File: config.mk
export PLATFORM = sky130hd
export DESIGN_NAME = ean13_result_validator
export DESIGN_NICKNAME = d
export VERILOG_FILES = /design/src/rtl/ean13_result_validator_pkg.sv /design/src/rtl/ean13_result_validator_check_digit.sv /design/src/rtl/ean13_result_validator.sv
export SDC_FILE = /design/constraint.sdc
export NUM_CORES = 1
export LEC_CHECK = 0
export CORE_MARGIN = 2
export CORE_UTILIZATION = 60
export CTS_BUF_LIST = sky130_fd_sc_hd__clkbuf_8
export DETAILED_ROUTE_END_ITERATION = 16
export DONT_BUFFER_PORTS = 1
export PLACE_DENSITY = 0.76
export SETUP_SLACK_MARGIN = 0.1
export SLEW_MARGIN = 20
export SYNTH_ARGS = -nofsm -noshare
export SYNTH_HDL_FRONTEND = slang
export SYNTH_SLANG_ARGS = --single-unit
File: constraint.sdc
create_clock -name iClk -period 11.9 [get_ports iClk]
set_input_delay 2.38 -clock iClk [delete_from_list [all_inputs] [get_ports iClk]]
set_output_delay 2.38 -clock iClk [all_outputs]
set_load 0.01 [all_outputs]
File: src/rtl/ean13_result_validator_pkg.sv
// rtl/ean13_result_validator_pkg.sv - shared constants, state encodings and mod-10 helpers
package ean13_result_validator_pkg;

  localparam int CODE_W = 52;
  localparam int DIGITS = 13;

  localparam logic [3:0] PARITY_ERR_NIBBLE = 4'hF;
  localparam logic [3:0] WEIGHT_ODD        = 4'd1;
  localparam logic [3:0] WEIGHT_EVEN       = 4'd3;

  localparam logic [2:0] ST_IDLE  = 3'b001;
  localparam logic [2:0] ST_CHECK = 3'b010;
  localparam logic [2:0] ST_VOTE  = 3'b100;

  // Digit positions are 1-based: odd positions weigh 1, even positions weigh 3.
  function automatic logic [3:0] digitWeight(input logic [3:0] pos);
    return pos[0] ? WEIGHT_ODD : WEIGHT_EVEN;
  endfunction

  function automatic logic [3:0] mod10Reduce(input logic [5:0] sum);
    logic [5:0] s;
    s = sum;
    for (int i = 0; i < 3; i++) begin
      if (s >= 6'd10) s = s - 6'd10;
    end
    return s[3:0];
  endfunction

endpackage

File: src/rtl/ean13_result_validator_check_digit.sv
// rtl/ean13_result_validator_check_digit.sv - serial EAN-13 check-digit sequencer
// Walks the 13 nibbles MSB first, one per cycle, then presents done/valid for one VOTE cycle.
module ean13_check_digit
  import ean13_result_validator_pkg::*;
(
  input  logic              iClk,
  input  logic              iRst,
  input  logic              iStart,
  input  logic [CODE_W-1:0] iCode,
  output logic              oIdle,
  output logic              oDone,
  output logic              oValid,
  output logic [CODE_W-1:0] oCode
);

  logic [2:0]        state;
  logic [CODE_W-1:0] shiftReg;
  logic [CODE_W-1:0] codeReg;
  logic [3:0]        acc;
  logic [3:0]        digitIdx;
  logic              errFlag;
  logic              validReg;

  logic [3:0] nibble;
  logic [3:0] pos;
  logic [5:0] product;
  logic [3:0] accNext;
  logic [3:0] expected;
  logic       digitBad;

  always_comb begin
    nibble   = shiftReg[CODE_W-1 -: 4];
    pos      = digitIdx + 4'd1;
    product  = {2'b00, digitWeight(pos)} * {2'b00, nibble};
    accNext  = mod10Reduce({2'b00, acc} + product);
    expected = (acc == 4'd0) ? 4'd0 : 4'd10 - acc;
    digitBad = nibble > 4'd9;
  end

  always_ff @(posedge iClk or posedge iRst) begin
    if (iRst) begin
      state    <= ST_IDLE;
      shiftReg <= '0;
      codeReg  <= '0;
      acc      <= '0;
      digitIdx <= '0;
      errFlag  <= 1'b0;
      validReg <= 1'b0;
    end else begin
      case (state)
        ST_IDLE: begin
          if (iStart) begin
            shiftReg <= iCode;
            codeReg  <= iCode;
            acc      <= '0;
            digitIdx <= '0;
            errFlag  <= iCode[CODE_W-1 -: 4] == PARITY_ERR_NIBBLE;
            state    <= ST_CHECK;
          end
        end
        ST_CHECK: begin
          shiftReg <= {shiftReg[CODE_W-5:0], 4'h0};
          errFlag  <= errFlag | digitBad;
          if (digitIdx == 4'(DIGITS - 1)) begin
            validReg <= !(errFlag | digitBad) && (nibble == expected);
            state    <= ST_VOTE;
          end else begin
            acc      <= accNext;
            digitIdx <= digitIdx + 4'd1;
          end
        end
        ST_VOTE: state <= ST_IDLE;
        default: state <= ST_IDLE;
      endcase
    end
  end

  assign oIdle  = state == ST_IDLE;
  assign oDone  = state == ST_VOTE;
  assign oValid = validReg;
  assign oCode  = codeReg;

endmodule

File: src/rtl/ean13_result_validator.sv
// rtl/ean13_result_validator.sv - votes raw scanner lines into confirmed, de-duplicated EAN-13 reports
module ean13_result_validator
  import ean13_result_validator_pkg::*;
#(
  parameter  int V_TOTAL            = 24,
  parameter  int REQUIRED_MATCHES   = 3,
  parameter  int MAX_LINE_GAP       = 4,
  parameter  int REPORT_HOLD_FRAMES = 2,
  localparam int VPIX_W             = $clog2(V_TOTAL) + 1
) (
  input  logic              iClk,
  input  logic              iRst,
  input  logic              iNewData,
  input  logic [CODE_W-1:0] iDataCode,
  input  logic [VPIX_W-1:0] iVpixel,
  output logic [CODE_W-1:0] oCode,
  output logic              oCodeValid,
  input  logic              iCodeReady,
  output logic              oChecksumErr,
  output logic              oDropped
);

  localparam logic [3:0] REQ  = 4'(REQUIRED_MATCHES);
  localparam logic [3:0] GAP  = 4'(MAX_LINE_GAP);
  localparam logic [3:0] HOLD = 4'(REPORT_HOLD_FRAMES);

  logic              chkIdle;
  logic              chkDone;
  logic              chkValid;
  logic [CODE_W-1:0] chkCode;

  logic [CODE_W-1:0] candidate;
  logic [CODE_W-1:0] lastReported;
  logic [3:0]        matchCount;
  logic [3:0]        gapCount;
  logic [3:0]        holdCount;
  logic [VPIX_W-1:0] prevVpixel;
  logic              validSeen;

  logic              startChk;
  logic              rawDrop;
  logic              lineBoundary;
  logic              frameBoundary;
  logic              voteValid;
  logic              voteBad;
  logic              sameCode;
  logic [3:0]        prevEff;
  logic [3:0]        countVote;
  logic [3:0]        gapInc;
  logic              fire;
  logic              suppress;
  logic              canLoad;
  logic              loadOut;
  logic              lostConfirm;
  logic [3:0]        holdBase;

  logic [CODE_W-1:0] candNext;
  logic [3:0]        countNext;
  logic [3:0]        gapNext;
  logic              seenNext;
  logic [3:0]        holdNext;

  ean13_check_digit uCheck (
    .iClk   (iClk),
    .iRst   (iRst),
    .iStart (startChk),
    .iCode  (iDataCode),
    .oIdle  (chkIdle),
    .oDone  (chkDone),
    .oValid (chkValid),
    .oCode  (chkCode)
  );

  always_comb begin
    startChk      = iNewData && chkIdle;
    rawDrop       = iNewData && !chkIdle;
    lineBoundary  = iVpixel != prevVpixel;
    frameBoundary = lineBoundary && (iVpixel == '0);
    voteValid     = chkDone && chkValid;
    voteBad       = chkDone && !chkValid;
    sameCode      = chkCode == candidate;
    // A new candidate starts its run from zero, so a single-match config still fires on a switch.
    prevEff       = sameCode ? matchCount : 4'd0;
    countVote     = !sameCode ? 4'd1 : (matchCount >= REQ) ? REQ : matchCount + 4'd1;
    gapInc        = (gapCount == 4'hF) ? gapCount : gapCount + 4'd1;
    fire          = voteValid && (countVote == REQ) && (prevEff < REQ);
    suppress      = (chkCode == lastReported) && (holdCount != 4'd0);
    canLoad       = !oCodeValid || iCodeReady;
    loadOut       = fire && !suppress && canLoad;
    lostConfirm   = fire && !suppress && !canLoad;
    holdBase      = loadOut ? HOLD : holdCount;
  end

  always_comb begin
    candNext  = candidate;
    countNext = matchCount;
    gapNext   = gapCount;
    seenNext  = validSeen;
    holdNext  = holdBase;
    if (voteValid) begin
      candNext  = chkCode;
      countNext = countVote;
      gapNext   = 4'd0;
      seenNext  = 1'b1;
    end
    // A valid result landing on the boundary cycle still credits the line that just ended.
    if (lineBoundary) begin
      if (!validSeen && !voteValid) begin
        gapNext = gapInc;
        if (gapInc >= GAP) countNext = 4'd0;
      end
      seenNext = 1'b0;
    end
    if (frameBoundary) begin
      candNext  = '0;
      countNext = 4'd0;
      gapNext   = 4'd0;
      holdNext  = (holdBase == 4'd0) ? 4'd0 : holdBase - 4'd1;
    end
  end

  always_ff @(posedge iClk or posedge iRst) begin
    if (iRst) begin
      oCode        <= '0;
      oCodeValid   <= 1'b0;
      oChecksumErr <= 1'b0;
      oDropped     <= 1'b0;
      candidate    <= '0;
      matchCount   <= '0;
      gapCount     <= '0;
      lastReported <= '0;
      holdCount    <= '0;
      prevVpixel   <= '0;
      validSeen    <= 1'b0;
    end else begin
      prevVpixel   <= iVpixel;
      oChecksumErr <= voteBad;
      oDropped     <= rawDrop || lostConfirm;
      candidate    <= candNext;
      matchCount   <= countNext;
      gapCount     <= gapNext;
      validSeen    <= seenNext;
      holdCount    <= holdNext;
      if (loadOut) begin
        oCode        <= chkCode;
        oCodeValid   <= 1'b1;
        lastReported <= chkCode;
      end else if (oCodeValid && iCodeReady) begin
        oCodeValid <= 1'b0;
      end
    end
  end

endmodule

==> metrics.md <==
| Metric | Value |
|---|---|
| Area of the multi-input gates | 5400 sq um |
| Setup repair after global routing missed its margin | no |
| Filler cell count | 1571 |
| Top_reg_cell synth | dfrtp_1 |
| DRT Pass-1 Iters | 5 |
| Clock Root Buffer | clkbuf_8 |
| CP endpoint kind | flip-flop |
| Tcrit/Tclk final | 0.412 |
| YS warnings | 0 |
| Die Height | 144 microns |
| Synth Net Count | 1299 |
| Clk slew on worst S/H paths | 60 ps |
| All-Layer GR Usage | 0.282 |
| Layout Nets | 1299 |
| Synth area leader | dfrtp_1 |
| PostCTS Resize Cnt | 0 |
| Largest net degree at the start of global routing | 127 |
| Worst path cell trace | inv_1 > fa_1 > inv_1 > ha_1 > fa_1 > inv_1 > ha_1 > nor2b_1 > o21ai_1 > o211ai_1 > xnor2_1 > ha_1 > inv_1 > nor2_1 > a31oi_1 > o21bai_1 > mux2i_1 > inv_1 > ha_1 > a21o_1 > a211o_1 |
| Routability cong. | 0.928 |
| Die width | 144 microns |
| Final setup viols | 0 |
| Num rows | 51 |
| Register Area | 6080 sq um |
| Slew Limit Fails | 0 |
| Share of Yosys cell area claimed by the top area cell type | 0.514 |
| HP Class | reg -> reg |
| Min Clock Period, post-route | 4900 ps |
| Syn avg cell area | 9.65 sq um |
| Seq cells post-synth | 243 |
| N_diodes | 0 |
| FMAX | 204 MHz |
| Worst r2r path cells | 21 |
| TritonCTS clock tree | built |
| Worst setup slack after layout | 7000 ps |
| Max transition margin | 0.293 |
| Crit path to | uCheck.acc[3] |
| Initial DRC Count | 537 |
| Port Buffers | 0 |
| Status | finished, final reports clean |
| DPL Wire Length | 19.8 mm |
| CP max stage delay | 530 ps |
| Peak supply drop | 0.168 mV |
| RR Endpoint | uCheck.acc[3] |
| Clk sinks | 243 |
| Leak Pwr | 6.19 nW |
| R2R Path Start | uCheck.acc[1] |
| # DRC | 0 |
| Critical Path Source | uCheck.acc[1] |
| WS Path Type | reg -> reg |
| Number of global-route vias before repair | 8471 |
| Count of cell types in the netlist | 69 |
| Placed cell count | 1443 |
| First-pass GRT wire length | 45.1 mm |
| Critical-path maximum fanout | 6 |
| Via density | 5.78 |
| Die footprint | 20800 sq um |
| WL final | 28.5 mm |
| Via count | 8716 |
| Final setup TNS | 0 ps |
| Antenna-violating nets left | 0 |
| Core Region | 19300 sq um |
| Cell area after synthesis | 11800 sq um |
| WL/cell | 18.9 microns |
| Cell repeated most along the worst path | inv_1 |
| Antenna violations before repair | 0 |
| Share of cells above drive strength 1 | 0.113 |
| Sequential area share after synthesis | 0.517 |
| Worst EP required | 12320 ps |
| Worst Setup Start Kind | flip-flop |
| CTS HTree Levels | 2 |
| Reg2reg setup slack | 7000 ps |
| EDFF count, synth | 0 |
| CP arrival | 5320 ps |
| Starting Density | 0.609 |
| CP max-delay cell | fa_1 |
| Setup WS pre-CTS | 7000 ps |
| Clk buf depth | 3 |
| Synth Instances | 1220 |
| IO Pins | 117 |
| Synth-to-Final Area Change | 8.24% |
| Max-cap check violation count | 0 |
| Post-CTS setup buffer count | 0 |
| Slew @ Worst Pin | 1050 ps |
| Skew final | 27.4 ps |
| Layout Cells excl Fill | 1509 |
| CTS hold repair buffers | 0 |
| TritonCTS Buffers | 40 |
| Clk_lat worst skew | 550 ps |
| Pwr/cell area | 275 nW/um^2 |
| Remaining global-route overflow | 0 |
| Final hold vios | 0 |
| Ys async rst share | 1.00 |
| Synth area leaders | dfrtp_1, nand2_1, xnor2_1 |
routing by layer:
layer,GRT usage,up-vias,share of wire
met4,0.101,0,0.027
met1,0.384,4238,0.42
met5,0,-,0
li1,-,4119,-
met2,0.447,301,0.47
met3,0.0659,58,0.078
layout make-up:
cell class	instances	share of cell area
clock buffer	50	0.0540
inverter	25	0.00795
timing repair buffer	9	0.00530
clock inverter	16	0.00540
multi-input combinational	901	0.424
tap	265	0.0260
sequential	243	0.477
power breakdown:
group	total (mW)	switching [mW]	internal (mW)
Clock	0.695	0.319	0.376
Combinational	1.47	0.898	0.572
Sequential	1.34	0.270	1.07
Total	3.50	1.49	2.01
critical path: cells and delay by family, from the launching register on:
kind,cells,cell delay [ps]
simple gates,2,290
xor+xnor,1,330
flops,1,430
compound gates,6,1190
buf+inv,5,320
fa+ha+maj,6,1940
mux,1,260
synthesized netlist by cell type, types with 25 or more instances:
cell      instances
nor4_1           25
nand2_1         388
dfrtp_1         242
nor2_1           35
mux2_2           37
inv_1            25
xnor2_1          61
a21oi_1          65
nand4_1          36
clkbuf_1         34
xor2_1           57
nand3_1          55
cells in the final DEF (no fill, tap or decap), drive strengths merged, types with 16 or more instances in the layout:
| cell type | instances |
|---|---|
| mux2 | 52 |
| nand2 | 388 |
| nor4 | 26 |
| clkbuf | 50 |
| nor2 | 35 |
| nand4 | 36 |
| a21oi | 67 |
| xnor2 | 62 |
| xor2 | 58 |
| dfrtp | 242 |
| inv | 38 |
| nand3 | 56 |
| nor3 | 16 |
how the worst min path moves through the flow:
stage                     endpoint  cells after the start                 from  slack [ps]
2_1_floorplan         oChecksumErr                      1        uCheck.oValid         440
3_3_place_gp   uCheck.shiftReg[42]                      2  uCheck.shiftReg[42]         460
3_5_place_dp   uCheck.shiftReg[47]                      2  uCheck.shiftReg[47]         470
4_1_cts        uCheck.shiftReg[33]                      2  uCheck.shiftReg[33]         480
5_1_grt        uCheck.shiftReg[33]                      2  uCheck.shiftReg[33]         500
6_report       uCheck.shiftReg[33]                      2  uCheck.shiftReg[33]         480
kinds of logic after synthesis:
| logic type | share of synthesized area |
|---|---|
| flip-flops | 0.517 |
| AO/OA/AOI/OAI | 0.0686 |
| adder cells (fa/ha/maj) | 0.0206 |
| buffers and inverters | 0.0276 |
| multiplexers | 0.0588 |
| XOR/XNOR | 0.0906 |
| AND/OR/NAND/NOR | 0.217 |
sequential cells by signal, indices dropped and copies added (netlist names), 3 cells and up:
signal	flops
candidate	52
gapCount	4
holdCount	4
lastReported	52
matchCount	4
prevVpixel	6
uCheck.acc	4
uCheck.digitIdx	4
uCheck.oCode	52
uCheck.shiftReg	52
uCheck.state	3
through the flow:
step / hold WS (ps) / util / power (mW) / instance area, sq um
detailed placement: 466 / 0.620 / 2.81 / 12000
global route: 503 / 0.659 / 3.76 / 12700
global placement: 460 / 0.620 / 2.76 / 12000
CTS: 480 / 0.659 / 3.51 / 12700
floorplan: 436 / - / 2.42 / 11800
finish: 477 / 0.659 / 3.50 / 12700
Power figures use the tool's default switching activity.
